File: src/rtl/adder_arb_ctrl_pkg.sv
// Shared definitions for the arbitrated adder controller: FSM states and default operand width.
package adder_arb_ctrl_pkg;

    localparam int OPW_DEF = 4;

    typedef enum logic [1:0] {
        IDLE  = 2'd0,
        ISSUE = 2'd1,
        RESP  = 2'd2
    } state_e;

endpackage

File: src/rtl/adder_arb_ctrl_if.sv
// Request, adder and response signals of the arbitrated adder controller.
// The controller side uses the slave modport; the environment uses the master modport.
interface adder_arb_ctrl_if
    import adder_arb_ctrl_pkg::*;
#(
    parameter int OPW = OPW_DEF
);
    logic [1:0]       req_valid;
    logic [1:0]       req_ready;
    logic [OPW-1:0]   req0_a;
    logic [OPW-1:0]   req0_b;
    logic [OPW-1:0]   req1_a;
    logic [OPW-1:0]   req1_b;
    logic [2*OPW-1:0] add_opnd;
    logic [2*OPW-1:0] add_sum;
    logic             rsp_valid;
    logic             rsp_ready;
    logic [OPW:0]     rsp_sum;
    logic             rsp_id;
    logic             busy;
    logic [7:0]       done_cnt;

    modport master (
        output req_valid, req0_a, req0_b, req1_a, req1_b, add_sum, rsp_ready,
        input  req_ready, add_opnd, rsp_valid, rsp_sum, rsp_id, busy, done_cnt
    );

    modport slave (
        input  req_valid, req0_a, req0_b, req1_a, req1_b, add_sum, rsp_ready,
        output req_ready, add_opnd, rsp_valid, rsp_sum, rsp_id, busy, done_cnt
    );

endinterface

File: src/rtl/adder_arb_ctrl_rr_arb2.sv
// Two-way round-robin grant: a sole requester wins; on contention the requester
// that was not served last (ptr_i = index served last) wins.
module rr_arb2 (
    input  logic [1:0] req_i,
    input  logic       ptr_i,
    output logic [1:0] gnt_o
);

    always_comb begin
        gnt_o = 2'b00;
        case (req_i)
            2'b01:   gnt_o = 2'b01;
            2'b10:   gnt_o = 2'b10;
            2'b11:   gnt_o = ptr_i ? 2'b01 : 2'b10;
            default: gnt_o = 2'b00;
        endcase
    end

endmodule

File: src/rtl/adder_arb_ctrl.sv
// Arbitrates two requesters onto one external adder, one operation in flight,
// and returns the captured sum with the owner's id through a valid/ready response.
module adder_arb_ctrl
    import adder_arb_ctrl_pkg::*;
#(
    parameter int OPW = OPW_DEF
) (
    input  logic            clk,
    input  logic            rst,
    adder_arb_ctrl_if.slave bus
);

    state_e           state_q;
    logic [2*OPW-1:0] add_opnd_q;
    logic [OPW:0]     rsp_sum_q;
    logic             rsp_id_q;
    logic             rsp_valid_q;
    logic             ptr_q;
    logic [7:0]       done_cnt_q;

    logic [1:0]       gnt;
    logic             gid;
    logic             accept;
    logic [2*OPW-1:0] opnd_d;
    logic             unused_sum_hi;

    rr_arb2 u_arb (
        .req_i (bus.req_valid),
        .ptr_i (ptr_q),
        .gnt_o (gnt)
    );

    assign gid    = gnt[1];
    assign accept = (state_q == IDLE) && (|(bus.req_valid & gnt));
    assign opnd_d = gid ? {bus.req1_a, bus.req1_b} : {bus.req0_a, bus.req0_b};

    // Only the low OPW+1 bits of the adder result carry the sum.
    assign unused_sum_hi = ^bus.add_sum[2*OPW-1:OPW+1];

    always_ff @(posedge clk or posedge rst) begin
        if (rst) begin
            state_q     <= IDLE;
            add_opnd_q  <= '0;
            rsp_sum_q   <= '0;
            rsp_id_q    <= 1'b0;
            rsp_valid_q <= 1'b0;
            ptr_q       <= 1'b1;
            done_cnt_q  <= 8'd0;
        end else begin
            case (state_q)
                IDLE: begin
                    if (accept) begin
                        add_opnd_q <= opnd_d;
                        rsp_id_q   <= gid;
                        ptr_q      <= gid;
                        state_q    <= ISSUE;
                    end
                end
                ISSUE: begin
                    rsp_sum_q   <= bus.add_sum[OPW:0];
                    rsp_valid_q <= 1'b1;
                    state_q     <= RESP;
                end
                RESP: begin
                    if (bus.rsp_ready) begin
                        rsp_valid_q <= 1'b0;
                        done_cnt_q  <= done_cnt_q + 8'd1;
                        state_q     <= IDLE;
                    end
                end
                default: state_q <= IDLE;
            endcase
        end
    end

    assign bus.req_ready = (state_q == IDLE) ? gnt : 2'b00;
    assign bus.add_opnd  = add_opnd_q;
    assign bus.rsp_valid = rsp_valid_q;
    assign bus.rsp_sum   = rsp_sum_q;
    assign bus.rsp_id    = rsp_id_q;
    assign bus.busy      = (state_q != IDLE);
    assign bus.done_cnt  = done_cnt_q;

endmodule
File: src/flat_wrapper.sv
// flat-port wrapper written by rule: the top's interface ports become plain ports
module adder_arb_ctrl_flat import adder_arb_ctrl_pkg::*;
#(
    parameter int OPW = OPW_DEF
)
  (clk, rst, bus_req_valid, bus_req0_a, bus_req0_b, bus_req1_a, bus_req1_b, bus_add_sum, bus_rsp_ready, bus_req_ready, bus_add_opnd, bus_rsp_valid, bus_rsp_sum, bus_rsp_id, bus_busy, bus_done_cnt);
  adder_arb_ctrl_if #(.OPW(OPW)) bus_i ();
  input  logic clk;
  input  logic rst;
  input wire logic [$bits(bus_i.req_valid)-1:0] bus_req_valid;
  input wire logic [$bits(bus_i.req0_a)-1:0] bus_req0_a;
  input wire logic [$bits(bus_i.req0_b)-1:0] bus_req0_b;
  input wire logic [$bits(bus_i.req1_a)-1:0] bus_req1_a;
  input wire logic [$bits(bus_i.req1_b)-1:0] bus_req1_b;
  input wire logic [$bits(bus_i.add_sum)-1:0] bus_add_sum;
  input wire logic [$bits(bus_i.rsp_ready)-1:0] bus_rsp_ready;
  output wire logic [$bits(bus_i.req_ready)-1:0] bus_req_ready;
  output wire logic [$bits(bus_i.add_opnd)-1:0] bus_add_opnd;
  output wire logic [$bits(bus_i.rsp_valid)-1:0] bus_rsp_valid;
  output wire logic [$bits(bus_i.rsp_sum)-1:0] bus_rsp_sum;
  output wire logic [$bits(bus_i.rsp_id)-1:0] bus_rsp_id;
  output wire logic [$bits(bus_i.busy)-1:0] bus_busy;
  output wire logic [$bits(bus_i.done_cnt)-1:0] bus_done_cnt;
  assign bus_i.req_valid = bus_req_valid;
  assign bus_i.req0_a = bus_req0_a;
  assign bus_i.req0_b = bus_req0_b;
  assign bus_i.req1_a = bus_req1_a;
  assign bus_i.req1_b = bus_req1_b;
  assign bus_i.add_sum = bus_add_sum;
  assign bus_i.rsp_ready = bus_rsp_ready;
  assign bus_req_ready = bus_i.req_ready;
  assign bus_add_opnd = bus_i.add_opnd;
  assign bus_rsp_valid = bus_i.rsp_valid;
  assign bus_rsp_sum = bus_i.rsp_sum;
  assign bus_rsp_id = bus_i.rsp_id;
  assign bus_busy = bus_i.busy;
  assign bus_done_cnt = bus_i.done_cnt;
  adder_arb_ctrl #(.OPW(OPW)) u_core (.clk(clk), .rst(rst), .bus(bus_i));
endmodule
File: config.mk
export PLATFORM = sky130hd
export DESIGN_NAME = adder_arb_ctrl_flat
export DESIGN_NICKNAME = d
export VERILOG_FILES = /design/src/rtl/adder_arb_ctrl_pkg.sv /design/src/rtl/adder_arb_ctrl_if.sv /design/src/rtl/adder_arb_ctrl_rr_arb2.sv /design/src/rtl/adder_arb_ctrl.sv /design/src/flat_wrapper.sv
export SDC_FILE = /design/constraint.sdc
export NUM_CORES = 1
export LEC_CHECK = 0
export CORE_ASPECT_RATIO = 0.5
export CORE_MARGIN = 4
export CORE_UTILIZATION = 40
export CTS_CLUSTER_DIAMETER = 120
export DETAILED_ROUTE_END_ITERATION = 6
export PLACE_DENSITY = 0.83
export SLEW_MARGIN = 10
export SYNTH_ARGS = -nofsm -noshare
export SYNTH_HDL_FRONTEND = slang
export SYNTH_SLANG_ARGS = --single-unit
File: constraint.sdc
create_clock -name clk -period 2.4 [get_ports clk]
set_input_delay 0.72 -clock clk [delete_from_list [all_inputs] [get_ports clk]]
set_output_delay 0.72 -clock clk [all_outputs]
set_load 0.02 [all_outputs]
## Word level (Yosys, flattened, before mapping)

Cells that the tools add are included.

| cells by class | value |
|---|---|
| add/sub/neg operators | 1 |
| eq/ne operators | 7 |
| multiplexer cells | 9 |
| bitwise gates (word level) | 1 |
| reduce and logical (&&, ||, !) cells | 9 |

Operator list:

| cell | number |
|---|---|
| $pmux 2 s3 | 2 |
| $add 8x1->8 const B | 1 |
| $mux 2 | 4 |
| $mux 8 | 1 |
| $reduce_and 2->1 | 4 |
| $eq 2x2->1 const B | 3 |
| $eq 2x1->1 const B | 2 |
| $reduce_bool 2->1 | 2 |
| $and 2x2->2 | 1 |
| $logic_not 2->1 | 1 |
| $ne 2x1->1 const B | 1 |
| $ne 2x2->1 const B | 1 |
| $pmux 1 s2 | 1 |
| $reduce_or 2->1 | 1 |
| $logic_and 1x1->1 | 1 |
| $mux 1 | 1 |

| word-level totals | value |
|---|---|
| register bits after elaboration | 26 |
| input bits | 29 |
| output and inout bits | 26 |
| word-level logic and storage cells | 34 |

## Longest topological paths before layout

| logic depth | value |
|---|---|
| depth after elaboration | 7 |
| depth in mapped cells | 5 |
| depth with buffers taken out | 4 |

## By module

From an unflattened synthesis, not the netlist that was laid out.

| unflattened totals | value |
|---|---|
| cells, all modules | 90 |
| area total of the unflattened synthesis | 1,232.4 µm² |

Modules (own cells, without submodules):

| module | instances | cells an instance | area each (µm²) | seq. area each (µm²) |
|---|---|---|---|---|
| adder_arb_ctrl | 1 | 87 | 1,213.7 | 651.9 |
| rr_arb2 | 1 | 3 | 18.8 | 0.0 |

## Worst setup path after synthesis

Ideal clock, no wire load.

| timing | value |
|---|---|
| kind | in2out |
| start | input port bus_req_valid[0] |
| end | output port bus_req_ready[0] |
| arrival time | 1.483 ns |
| required time | 1.680 ns |
| slack | 0.197 ns |
| cell stages on the path | 4 |
| buffers on the path | 2 |
| cells stage by stage | clkbuf_1 > buf_2 > nand2_1 > nor2_1 |

| on the way | value |
|---|---|
| longest elaborated chain between the ends | 3 |
| elaborated cells on any way between the ends | 5 |
| classes of those cells | eq/ne (3); mux (2) |

RTL lines:

| item | line | source |
|---|---|---|
| start, declared | flat_wrapper.sv:10 | `input wire logic [$bits(bus_i.req_valid)-1:0] bus_req_valid;` |
| $eq 2x2->1 or $eq 2x1->1 (tied branches) | adder_arb_ctrl_rr_arb2.sv:11 | `case (req_i)` |
| $pmux 2 s3 (*) | adder_arb_ctrl_rr_arb2.sv:11 |  |
| $mux 2 (*) | adder_arb_ctrl.sv:76 | `assign bus.req_ready = (state_q == IDLE) ? gnt : 2'b00;` |
| end, declared | flat_wrapper.sv:17 | `output wire logic [$bits(bus_i.req_ready)-1:0] bus_req_ready;` |

Mark *: on every way between the ends. The rest lies on a longest branch, timed or not.

## Worst setup path after layout

| timing | value |
|---|---|
| start | register u_core.done_cnt_q[3], in the netlist u_core.bus.done_cnt[3] |
| end | output port bus_done_cnt[3] |

RTL lines:

| item | line | source |
|---|---|---|
| start, declared | adder_arb_ctrl.sv:19 | `logic [7:0] done_cnt_q;` |
| start signal, assigned | adder_arb_ctrl.sv:67 | `done_cnt_q <= done_cnt_q + 8'd1;` |
| end, declared | flat_wrapper.sv:23 | `output wire logic [$bits(bus_i.done_cnt)-1:0] bus_done_cnt;` |

No word-level cell between the ends.

==> flow_summary.toml <==
[setup_path]
reg2reg_to = "u_core.bus.rsp_sum[4]"
path_delay_family = "buffers and inverters"
critPathCaptureType = "primary output"
worstPathCellList = "clkdlybuf4s50_1"
reg2reg_depth = 3
crit_type = "reg2out"
r2r_slack_ns = 0.89
cpMaxStageDelayCell = "clkdlybuf4s50_1"
worstPathMaxFanout = 6
regToRegStartpoint = "u_core.state_q[1]"
crit_required_ns = 1.68
crit_path_start_kind = "flip-flop"
arrival_ns = 1.36
slowest_delay_ns = 0.64
cp_num_buf_inv = 1

[sta]
finalCritPeriodShare_pct = 86.71
clock.fmax_ghz = 0.4805
finalCriticalPeriod_ns = 2.081
setup_viol = 0
final_hold_viol_count = 0
slew_headroom_pct = 67.00
rsz0062_at_grt = "no"
tightest_slew_ns = 0.4939
fin_worst_skew_ns = 0.006625
slew_violations = 0

[floorplan]
die_height_um = 46.30
dieArea_sq_um = 3917
core-area_sq_um = 2700
ios = 55
rows = 13
start_util_pct = 43.47
die_w_um = 84.61

[power_and_ir_drop]
total_power_mw = 2.358
cellPowerDensity_nw_per_um2 = 1261
ir_drop_mv = 0.5781
p_leak_nw = 0.8283

[global_route]
first_global_vias = 1023
grt_usage_pct = 16.48
overflow = 0
grt_first_pass_wirelength_um = 4954
antenna_found_initial = 0
grt_max_degree = 27

[detailed_routing]
drc = 0
ant_nets = 0
routed_via_density = 4.895
wire_per_inst_um = 14.70
drtPass1Iterations = 4
wirelength_um = 3073
vias = 1023
drt_iter0_drc = 59

[cts]
path_clk_slew_ns = 0.09
ctsHtreeMaxLevel = 1
clkLatencyLatePin_ns = 0.27
cts-root-buf = "clkbuf_8"
cts_sinks = 26
cts_buffers = 3
cts-hold-fix-buffers = 0
cts_buffer_depth = 2
cts_tree = "done"

[cells_and_area]
multi_input_area_sq_um = 491.7
design_area_sq_um = 1869
final_nets = 203
final_core_util_pct = 69.23
seqCellArea_sq_um = 651.9
fillers = 217
final_layout_size_suffix_gt1_share_pct = 16.28
n_antenna_cell = 0
areaGrowthSynthToFinish_pct = 59.27

[placement]
dp_hpwl_um = 2326
place_area_sq_um = 1775
gp_congestion = 0.8017
io_buffers = 51

[logic_synthesis]
async_flop_share_pct = 100.0
synth_edf_count = 0
syn_area_per_cell_sq_um = 10.57
seq_area_frac_synth_pct = 55.54
ys_seq_elements = 26
synth_flop_cell = "dfrtp_1"
synthesis.nets = 141
synth_area_sq_um = 1174
yosys.cell_types.count = 28
ys_warn_count = 0
syn_inst = 111

[hold_path]
hold-path-endpoint = "u_core.bus.done_cnt[7]"
min_path_type = "reg2reg"
hold_depth = 1
min_from = "u_core.bus.done_cnt[7]"

[run_status]
outcome = "completed"

[job]
drv_cap = 0
cells in the final DEF, fill, tap and decap left out, types with 3 or more instances in the layout:
cell	Yosys	routed
nand2_1	5	5
nor2_1	13	12
o31ai_1	8	8
clkdlybuf4s50_1	0	46
mux2_2	6	6
dfrtp_1	25	25
o21ai_0	8	8
clkbuf_8	0	3
inv_1	4	4
xor2_1	4	4
a21oi_1	12	12
xnor2_1	3	3
buf_4	0	12
dlymetal6s2s_1	0	3
layout make-up:
cell class                      count  share of cell area [%]
Multi-Input combinational cell     76                   26.31
Sequential cell                    26                   34.87
Clock inverter                      1                   1.606
Tap cell                           37                   2.477
Timing Repair Buffer               62                   31.73
Clock buffer                        3                   2.209
Inverter                            4                  0.8032
registers in the layout, indices dropped and copies added (netlist names):
signal / flops
u_core.bus.add_opnd: 8
u_core.bus.done_cnt: 8
u_core.bus.rsp_id: 1
u_core.bus.rsp_sum: 5
u_core.bus.rsp_valid: 1
u_core.ptr_q: 1
u_core.state_q: 2
stage by stage:
| step | std cells | TNS [ns] | setup WS [ns] | hold slack [ns] |
|---|---|---|---|---|
| floorplan | 111 | 0 | 0.1973 | 0.5144 |
| global placement | 203 | -0.9006 | -0.4788 | 0.4550 |
| detailed placement | 203 | -0.9116 | -0.4692 | 0.4697 |
| CTS | 208 | 0 | 0.008842 | 0.4850 |
| global route | 209 | 0 | 0.2629 | 0.5100 |
| finish | 209 | 0 | 0.3190 | 0.4811 |
where the power goes:
part / internal (mW) / switching (mW)
clock: 0.223 / 0.140
combinational: 0.609 / 0.609
sequential: 0.634 / 0.142
layer usage:
metal | wire length, um | share of wire (%) | track usage [%] | vias up
met5 | 0 | 0 | 0 | -
met2 | 1577 | 51 | 29.70 | 24
met1 | 1335 | 43 | 20.35 | 487
met4 | 48 | 1.6 | 5.047 | 0
met3 | 112 | 3.6 | 3.750 | 6
li1 | - | - | - | 506
what timing repair did:
| item | in CTS | in global routing |
|---|---|---|
| hold endpoints to repair | 0 | 0 |
| buffers inserted | 1 | 1 |
| gates resized for setup | 11 | 3 |
| setup endpoints to repair | 3 | 3 |
how the worst max path moves through the flow:
stage                      startpoint               end  slack [ns]  cells past startpoint
2_1_floorplan        bus_req_valid[0]  bus_req_ready[0]        0.20                      4
3_3_place_gp         bus_req_valid[1]  bus_req_ready[1]       -0.48                      4
3_5_place_dp         bus_req_valid[1]  bus_req_ready[1]       -0.47                      4
4_1_cts              bus_req_valid[1]  bus_req_ready[1]       0.009                      4
5_1_grt        u_core.bus.done_cnt[3]   bus_done_cnt[3]        0.26                      1
6_report       u_core.bus.done_cnt[3]   bus_done_cnt[3]        0.32                      1
cells by family (layout without fill, tap and decap cells):
| logic type | count (synthesis) | count (layout) | share of synthesized area, % |
|---|---|---|---|
| xor+xnor | 7 | 7 | 5.224 |
| buf+inv | 9 | 70 | 3.198 |
| flops | 26 | 26 | 55.54 |
| fa+ha+maj | 1 | 1 | 1.066 |
| mux | 6 | 6 | 5.757 |
| compound gates | 32 | 32 | 16.63 |
| simple gates | 30 | 30 | 12.58 |
Yosys cell counts (2+ instances only):
cell	n	area share, %
xnor2_1	3	2.2
nand4_1	2	1.1
dfrtp_1	25	53
nor3_1	2	0.85
mux2_2	6	5.8
xor2_1	4	3.0
inv_1	4	1.3
nor2_1	13	4.2
o31ai_1	8	5.1
clkbuf_1	2	0.64
a21oi_1	12	5.1
o21ai_0	8	3.4
buf_2	2	0.85
nand2_1	5	1.6
nand4b_1	2	1.5
Note: power is estimated with default switching activity, not from simulation.
